===== config.mk =====
export PLATFORM = sky130hd
export DESIGN_NAME = fetch_stage_flat
export DESIGN_NICKNAME = d
export VERILOG_FILES = /design/src/rtl/fetch_stage_if.sv /design/src/rtl/fetch_stage.sv /design/src/flat_wrapper.sv
export SDC_FILE = /design/constraint.sdc
export NUM_CORES = 1
export LEC_CHECK = 0
export ABC_AREA = 1
export BUFFER_PORTS_ARGS = -buffer_cell sky130_fd_sc_hd__clkbuf_2
export CORE_AREA = 2 2 119 121
export CTS_BUF_LIST = sky130_fd_sc_hd__clkbuf_16
export CTS_CLUSTER_SIZE = 8
export DETAILED_ROUTE_END_ITERATION = 10
export DIE_AREA = 0 0 121 123
export PLACE_DENSITY = 0.8
export RECOVER_POWER = 25
export REMOVE_ABC_BUFFERS = 1
export SLEW_MARGIN = 25
export SYNTH_ARGS = -nofsm -noshare
export SYNTH_HDL_FRONTEND = slang
export SYNTH_SLANG_ARGS = --single-unit

===== constraint.sdc =====
create_clock -name clk -period 1.95 [get_ports clk]
set_clock_uncertainty 0.2 [all_clocks]
set_input_delay 0.2925 -clock clk [delete_from_list [all_inputs] [get_ports clk]]
set_output_delay 0.2925 -clock clk [all_outputs]
set_load 0.005 [all_outputs]

===== src/rtl/fetch_stage_if.sv =====
// Fetch-stage bus: hazard-unit controls, redirect target, imem lookup and IF/ID outputs.
// The fetch stage connects through the slave modport; its driver uses master.
interface fetch_stage_if;
   logic        pc_enable;
   logic        IF_ID_enable;
   logic        IF_ID_flush;
   logic        is_taken;
   logic [31:0] alu_data;
   logic [31:0] imem_addr;
   logic [31:0] imem_rdata;
   logic [31:0] pc_F;
   logic [31:0] instr_D;
   logic [31:0] pc_D;
   logic [31:0] pc4_D;
   logic        valid_D;
   logic [31:0] stall_cnt;
   logic [31:0] flush_cnt;

   modport slave (
      input  pc_enable, IF_ID_enable, IF_ID_flush, is_taken, alu_data, imem_rdata,
      output imem_addr, pc_F, instr_D, pc_D, pc4_D, valid_D, stall_cnt, flush_cnt
   );

   modport master (
      output pc_enable, IF_ID_enable, IF_ID_flush, is_taken, alu_data, imem_rdata,
      input  imem_addr, pc_F, instr_D, pc_D, pc4_D, valid_D, stall_cnt, flush_cnt
   );
endinterface


===== src/rtl/fetch_stage.sv =====
// RV32I instruction-fetch front end: program counter, BOOT/RUN sequencing and IF/ID register.
// Define FETCH_PERF_CNT_EN to build the stall/flush performance counters; otherwise both read 0.
module fetch_stage #(
   parameter logic [31:0] RESET_PC    = 32'h0000_0000,
   parameter logic [31:0] NOP_INSTR   = 32'h0000_0013,
   parameter int unsigned BOOT_CYCLES = 2
) (
   input logic          clk,
   input logic          rst,
   fetch_stage_if.slave bus
);
   typedef enum logic {BOOT, RUN} state_e;

   localparam logic [3:0] BOOT_CNT_INIT = 4'(BOOT_CYCLES - 1);

   state_e      state_q, state_d;
   logic [3:0]  boot_cnt_q, boot_cnt_d;
   logic [31:0] pc_q, pc_d;
   logic [31:0] if_instr_q, if_instr_d;
   logic [31:0] if_pc_q, if_pc_d;
   logic [31:0] if_pc4_q, if_pc4_d;
   logic        if_valid_q, if_valid_d;
   logic [31:0] pc_plus4;

   assign pc_plus4 = pc_q + 32'd4;

   // NOTE: every always_comb output gets a default first so no path leaves it unassigned (no latch).
   always_comb begin
      state_d    = state_q;
      boot_cnt_d = boot_cnt_q;
      pc_d       = pc_q;
      if_instr_d = if_instr_q;
      if_pc_d    = if_pc_q;
      if_pc4_d   = if_pc4_q;
      if_valid_d = if_valid_q;

      if (state_q == BOOT) begin
         // imem is still settling: keep the PC and feed bubbles, whatever the hazard unit says.
         if_instr_d = NOP_INSTR;
         if_pc_d    = '0;
         if_pc4_d   = '0;
         if_valid_d = 1'b0;
         if (boot_cnt_q == 4'd0) begin
            state_d = RUN;
         end else begin
            boot_cnt_d = boot_cnt_q - 4'd1;
         end
      end else begin
         if (bus.is_taken) begin
            pc_d = {bus.alu_data[31:2], 2'b00};
         end else if (bus.pc_enable) begin
            pc_d = pc_plus4;
         end

         if (bus.IF_ID_flush) begin
            if_instr_d = NOP_INSTR;
            if_pc_d    = '0;
            if_pc4_d   = '0;
            if_valid_d = 1'b0;
         end else if (bus.IF_ID_enable) begin
            if_instr_d = bus.imem_rdata;
            if_pc_d    = pc_q;
            if_pc4_d   = pc_plus4;
            if_valid_d = 1'b1;
         end
      end
   end

   // NOTE: sequential state uses non-blocking assignments so all flops see pre-edge values.
   always_ff @(posedge clk) begin
      if (rst) begin
         state_q    <= BOOT;
         boot_cnt_q <= BOOT_CNT_INIT;
         pc_q       <= RESET_PC;
         if_instr_q <= NOP_INSTR;
         if_pc_q    <= '0;
         if_pc4_q   <= '0;
         if_valid_q <= 1'b0;
      end else begin
         state_q    <= state_d;
         boot_cnt_q <= boot_cnt_d;
         pc_q       <= pc_d;
         if_instr_q <= if_instr_d;
         if_pc_q    <= if_pc_d;
         if_pc4_q   <= if_pc4_d;
         if_valid_q <= if_valid_d;
      end
   end

`ifdef FETCH_PERF_CNT_EN
   logic [31:0] stall_cnt_q, stall_cnt_d;
   logic [31:0] flush_cnt_q, flush_cnt_d;

   // Counters only count in RUN and stick at all-ones instead of wrapping.
   always_comb begin
      stall_cnt_d = stall_cnt_q;
      flush_cnt_d = flush_cnt_q;
      if (state_q == RUN) begin
         if (!bus.pc_enable && !bus.is_taken && (stall_cnt_q != 32'hFFFF_FFFF)) begin
            stall_cnt_d = stall_cnt_q + 32'd1;
         end
         if (bus.IF_ID_flush && (flush_cnt_q != 32'hFFFF_FFFF)) begin
            flush_cnt_d = flush_cnt_q + 32'd1;
         end
      end
   end

   always_ff @(posedge clk) begin
      if (rst) begin
         stall_cnt_q <= '0;
         flush_cnt_q <= '0;
      end else begin
         stall_cnt_q <= stall_cnt_d;
         flush_cnt_q <= flush_cnt_d;
      end
   end

   assign bus.stall_cnt = stall_cnt_q;
   assign bus.flush_cnt = flush_cnt_q;
`else
   assign bus.stall_cnt = '0;
   assign bus.flush_cnt = '0;
`endif

   assign bus.imem_addr = pc_q;
   assign bus.pc_F      = pc_q;
   assign bus.instr_D   = if_instr_q;
   assign bus.pc_D      = if_pc_q;
   assign bus.pc4_D     = if_pc4_q;
   assign bus.valid_D   = if_valid_q;
endmodule


===== src/flat_wrapper.sv =====
// flat-port wrapper written by rule: the top's interface ports become plain ports
module fetch_stage_flat 
#(
   parameter logic [31:0] RESET_PC    = 32'h0000_0000,
   parameter logic [31:0] NOP_INSTR   = 32'h0000_0013,
   parameter int unsigned BOOT_CYCLES = 2
)
  (clk, rst, bus_pc_enable, bus_IF_ID_enable, bus_IF_ID_flush, bus_is_taken, bus_alu_data, bus_imem_rdata, bus_imem_addr, bus_pc_F, bus_instr_D, bus_pc_D, bus_pc4_D, bus_valid_D, bus_stall_cnt, bus_flush_cnt);
  fetch_stage_if bus_i ();
  input logic clk;
  input logic rst;
  input wire logic [$bits(bus_i.pc_enable)-1:0] bus_pc_enable;
  input wire logic [$bits(bus_i.IF_ID_enable)-1:0] bus_IF_ID_enable;
  input wire logic [$bits(bus_i.IF_ID_flush)-1:0] bus_IF_ID_flush;
  input wire logic [$bits(bus_i.is_taken)-1:0] bus_is_taken;
  input wire logic [$bits(bus_i.alu_data)-1:0] bus_alu_data;
  input wire logic [$bits(bus_i.imem_rdata)-1:0] bus_imem_rdata;
  output wire logic [$bits(bus_i.imem_addr)-1:0] bus_imem_addr;
  output wire logic [$bits(bus_i.pc_F)-1:0] bus_pc_F;
  output wire logic [$bits(bus_i.instr_D)-1:0] bus_instr_D;
  output wire logic [$bits(bus_i.pc_D)-1:0] bus_pc_D;
  output wire logic [$bits(bus_i.pc4_D)-1:0] bus_pc4_D;
  output wire logic [$bits(bus_i.valid_D)-1:0] bus_valid_D;
  output wire logic [$bits(bus_i.stall_cnt)-1:0] bus_stall_cnt;
  output wire logic [$bits(bus_i.flush_cnt)-1:0] bus_flush_cnt;
  assign bus_i.pc_enable = bus_pc_enable;
  assign bus_i.IF_ID_enable = bus_IF_ID_enable;
  assign bus_i.IF_ID_flush = bus_IF_ID_flush;
  assign bus_i.is_taken = bus_is_taken;
  assign bus_i.alu_data = bus_alu_data;
  assign bus_i.imem_rdata = bus_imem_rdata;
  assign bus_imem_addr = bus_i.imem_addr;
  assign bus_pc_F = bus_i.pc_F;
  assign bus_instr_D = bus_i.instr_D;
  assign bus_pc_D = bus_i.pc_D;
  assign bus_pc4_D = bus_i.pc4_D;
  assign bus_valid_D = bus_i.valid_D;
  assign bus_stall_cnt = bus_i.stall_cnt;
  assign bus_flush_cnt = bus_i.flush_cnt;
  fetch_stage #(.RESET_PC(RESET_PC), .NOP_INSTR(NOP_INSTR), .BOOT_CYCLES(BOOT_CYCLES)) u_core (.clk(clk), .rst(rst), .bus(bus_i));
endmodule

==> impl_metrics.csv <==
group,metric,value,unit
route,drtAntennaViolNets,0,
sta,final-max-slew-violation-count,0,
critical_path,end_kind,"flop",
sta,grt_setup_unrepaired,"no",
critical_path,cp_data_arrival_time,2.02,ns
logic_synthesis,ys_types,26,
logic_synthesis,synth_warnings,0,
sta,holdWs,0.149,ns
cts,cts_root_buf,"clkbuf_16",
logic_synthesis,yosys.area.top_type_share,40.6,%
sta,setup_slack,0.0904,ns
outcome,status,"finished clean",
global_route,grt_pass1_wl,28600,um
route,finalWirelength,18600,um
route,drc,0,
global_route,grt_pass1_vias,5715,
logic_synthesis,synth_seq_area_share,40.6,%
global_route,grt_max_degree,73,
route,drtIter0Drc,271,
finish,final_cells,1361,
sta,final_hold_viol_count,0,
cts,worst_skew_pair.late_latency,0.42,ns
placement,port_buffers,220,
logic_synthesis,syn_area_per_cell,7.01,um^2
logic_synthesis,synth_area_leaders,"dfxtp_1 (41%), nand2_1 (14%), buf_4 (12%)",
critical_path,setup.worst_path.start,"rst",
cts,cts_buffers,17,
job,drv_cap,0,
floorplan,die_x,121,um
sta,layout_min_cycle_time,1.86,ns
critical_path,critical_path.most_common_cell,"clkbuf_1",
logic_synthesis,yosys-top-cells-count,"nand2_1 (240), dfxtp_1 (128), a21oi_1 (118)",
finish,regArea,0.00256,mm^2
logic_synthesis,yosys.area.top_type,"dfxtp_1",
logic_synthesis,synth_edf_count,0,
power_and_ir_drop,power.total,8.39,mW
cts,htreeDepth,4,
placement,place_hpwl,12500,um
critical_path,r2r_end,"u_core.bus.imem_addr[11]",
route,wire_per_inst,13.7,um
finish,drive_above_1_share,22.7,%
floorplan,initial_utilization,46.4,%
global_route,antenna_found_initial,0,
power_and_ir_drop,p_clk_share,35.6,%
power_and_ir_drop,combPwrFrac,26.9,%
logic_synthesis,synth.most_common_cell,"nand2_1",
critical_path,max_stage_delay,0.53,ns
finish,num_antenna_cells,0,
route,dr.pass1.iters,5,
route,viasPerCell,4.65,
logic_synthesis,synth_seq_cells,128,
logic_synthesis,syn_inst,901,
cts,clkSinkCount,128,
hold_path,worstHoldStart,"bus_IF_ID_flush",
floorplan,die_h,123,um
sta,max_freq,0.538,GHz
hold_path,hold_depth,4,
power_and_ir_drop,seqPwrFrac,37.4,%
sta,finalCritPeriodShare,95.4,%
floorplan,fp-row-count,43,
placement,place_congestion,0.892,
hold_path,hold_end,"u_core.bus.pc_D[5]",
finish,fillers,1224,
placement,preCtsSetupSlack,0.169,ns
finish,syn_to_final_growth,33.7,%
floorplan,core_area,0.0136,mm^2
critical_path,critical_path.cell_chain,"dlygate4sd3_1 -> clkbuf_1 -> nor3_1 -> clkbuf_1 -> o21ai_0 -> a21o_1 -> inv_1",
critical_path,r2r_start,"u_core.bus.imem_addr[4]",
finish,nets,1240,
critical_path,cp_max_fo,8,
cts,clk_pin_slew,0.06,ns
finish,fin_area,0.00845,mm^2
power_and_ir_drop,p_per_area,994,mW/mm^2
power_and_ir_drop,leakage,4.05,nW
critical_path,r2r_cells,7,
cts,cts_tree,"done",
floorplan,io_pins,295,
cts,cts_buffer_depth,2,
hold_path,hold_class,"primary input to flop",
critical_path,crit_type,"primary input to flop",
logic_synthesis,synth_ff_type,"dfxtp_1",
power_and_ir_drop,switching_share,31.9,%
power_and_ir_drop,p_int,5.72,mW
critical_path,r2r_slack,0.18,ns
route,num_vias,6323,
placement,dpl_cell_area,0.00731,mm^2
global_route,grt_use_total,24.5,%
sta,final-setup-viol-count,0,
global_route,grt_overflow,0,
logic_synthesis,async_flop_share,0,%
critical_path,required,2.11,ns
power_and_ir_drop,vdd_ir_drop_max,0.000544,V
logic_synthesis,netlist_area,0.00632,mm^2
finish,multi_input_area,0.00287,mm^2
critical_path,critPathLaunchType,"primary input",
placement,dp.cells,1266,
power_and_ir_drop,p_sw,2.68,mW
floorplan,die-area,0.0149,mm^2
critical_path,crit_slowest_cell,"dlygate4sd3_1",
[layout by cell type, fill, tap and decap left out]
| cell | Yosys | final |
|---|---|---|
| a31oi_1 | 2 | 2 |
| nor2_2 | 5 | 4 |
| ha_1 | 2 | 2 |
| inv_1 | 55 | 58 |
| clkbuf_2 | 0 | 183 |
| nand2_2 | 3 | 3 |
| clkbuf_1 | 32 | 37 |
| nand3b_1 | 7 | 7 |
| bufinv_16 | 0 | 2 |
| a21o_1 | 2 | 2 |
| xor2_1 | 12 | 12 |
| clkinvlp_4 | 0 | 3 |
| and2_1 | 3 | 3 |
| clkinv_4 | 0 | 1 |
| dfxtp_1 | 128 | 128 |
| o21ai_2 | 0 | 1 |
| o21ai_1 | 1 | 1 |
| dlygate4sd3_1 | 0 | 63 |
| nor2_1 | 88 | 88 |
| clkbuf_16 | 0 | 17 |
| a21oi_1 | 118 | 118 |
| buf_4 | 102 | 37 |
| nor3_1 | 0 | 1 |
| nand3_1 | 16 | 16 |
| nand2_1 | 240 | 240 |
| o21ai_0 | 61 | 60 |
| xnor2_1 | 3 | 3 |
| nor2_4 | 5 | 6 |
| nand2_4 | 1 | 1 |
| inv_2 | 1 | 2 |
| conb_1 | 1 | 72 |
| buf_12 | 0 | 3 |
| clkinv_2 | 0 | 5 |
[power by group through the flow]
stage / Clock [mW] / Combinational (mW) / Sequential [mW]
after detailed placement: 0 / 2.16 / 3.19
after global placement: 0 / 2.13 / 3.18
after floorplan: 0 / 0.874 / 3.32
after CTS: 3.04 / 2.27 / 3.14
final: 2.99 / 2.26 / 3.14
after global routing: 3.18 / 2.54 / 3.18
[flip-flops by register name, summed over array words and instances, names as in the netlist]
register              count
u_core.bus.instr_D       32
u_core.boot_cnt_q         4
u_core.state_q            1
u_core.bus.pc_D          30
u_core.bus.imem_addr     30
u_core.bus.pc4_D         30
u_core.bus.valid_D        1
[metrics by stage]
stage               TNS (ns)  utilization, %
detailed placement         0            53.7
finish                     0            62.1
global placement           0            53.7
floorplan             -54.30               -
global route               0            62.1
CTS                        0            62.5
[worst max path at each step]
stage / cells after the start / slack, ns / endpoint
3_5_place_dp: 9 / 0.17 / u_core.bus.pc4_D[29]
4_1_cts: 9 / 0.16 / u_core.bus.pc4_D[29]
2_1_floorplan: 4 / -1.35 / u_core.bus.imem_addr[2]
6_report: 7 / 0.09 / u_core.bus.pc4_D[23]
5_1_grt: 8 / 0.01 / u_core.bus.pc4_D[12]
3_3_place_gp: 9 / 0.21 / u_core.bus.pc4_D[29]
[critical path, delay by kind of cell]
kind	cells	cell delay [ns]
AOI/OAI and AO/OA	2	0.34
buffers and inverters	4	1.10
and+or+nand+nor	1	0.28
[cell families after synthesis]
logic type      count (synthesis)  synth area share, %
fa+ha+maj                       2                0.396
simple gates                  369                 24.0
other cells                     1               0.0594
compound gates                184                 14.7
buf+inv                       202                 18.2
flops                         128                 40.6
xor+xnor                       15                 2.08
[metal layers]
| metal | wire (um) | vias up | global-route usage, % | share of wire, % |
|---|---|---|---|---|
| li1 | - | 3211 | - | - |
| met1 | 7640 | 2847 | 28.3 | 41 |
| met2 | 9120 | 238 | 43.0 | 49 |
| met3 | 1490 | 27 | 7.47 | 8.0 |
| met4 | 346 | 0 | 8.36 | 1.9 |
| met5 | 0 | - | 0 | 0 |
[final cells by class]
class / instances / area share (%)
flip-flops and latches: 128 / 30.3
repair buffers: 323 / 24.0
well taps: 180 / 2.67
inverters: 56 / 2.49
clock buffers: 17 / 5.04
multi-input cells: 642 / 34.0
clock inverters: 15 / 1.56
[repair_timing]
| action | in CTS | in global routing |
|---|---|---|
| endpoints found under the hold margin | 63 | 0 |
| endpoints found under the setup margin | 0 | 1 |
| setup buffers | 0 | 0 |
| resized for setup | 0 | 1 |
| hold buffers | 63 | 0 |
Power figures use the tool's default switching activity.
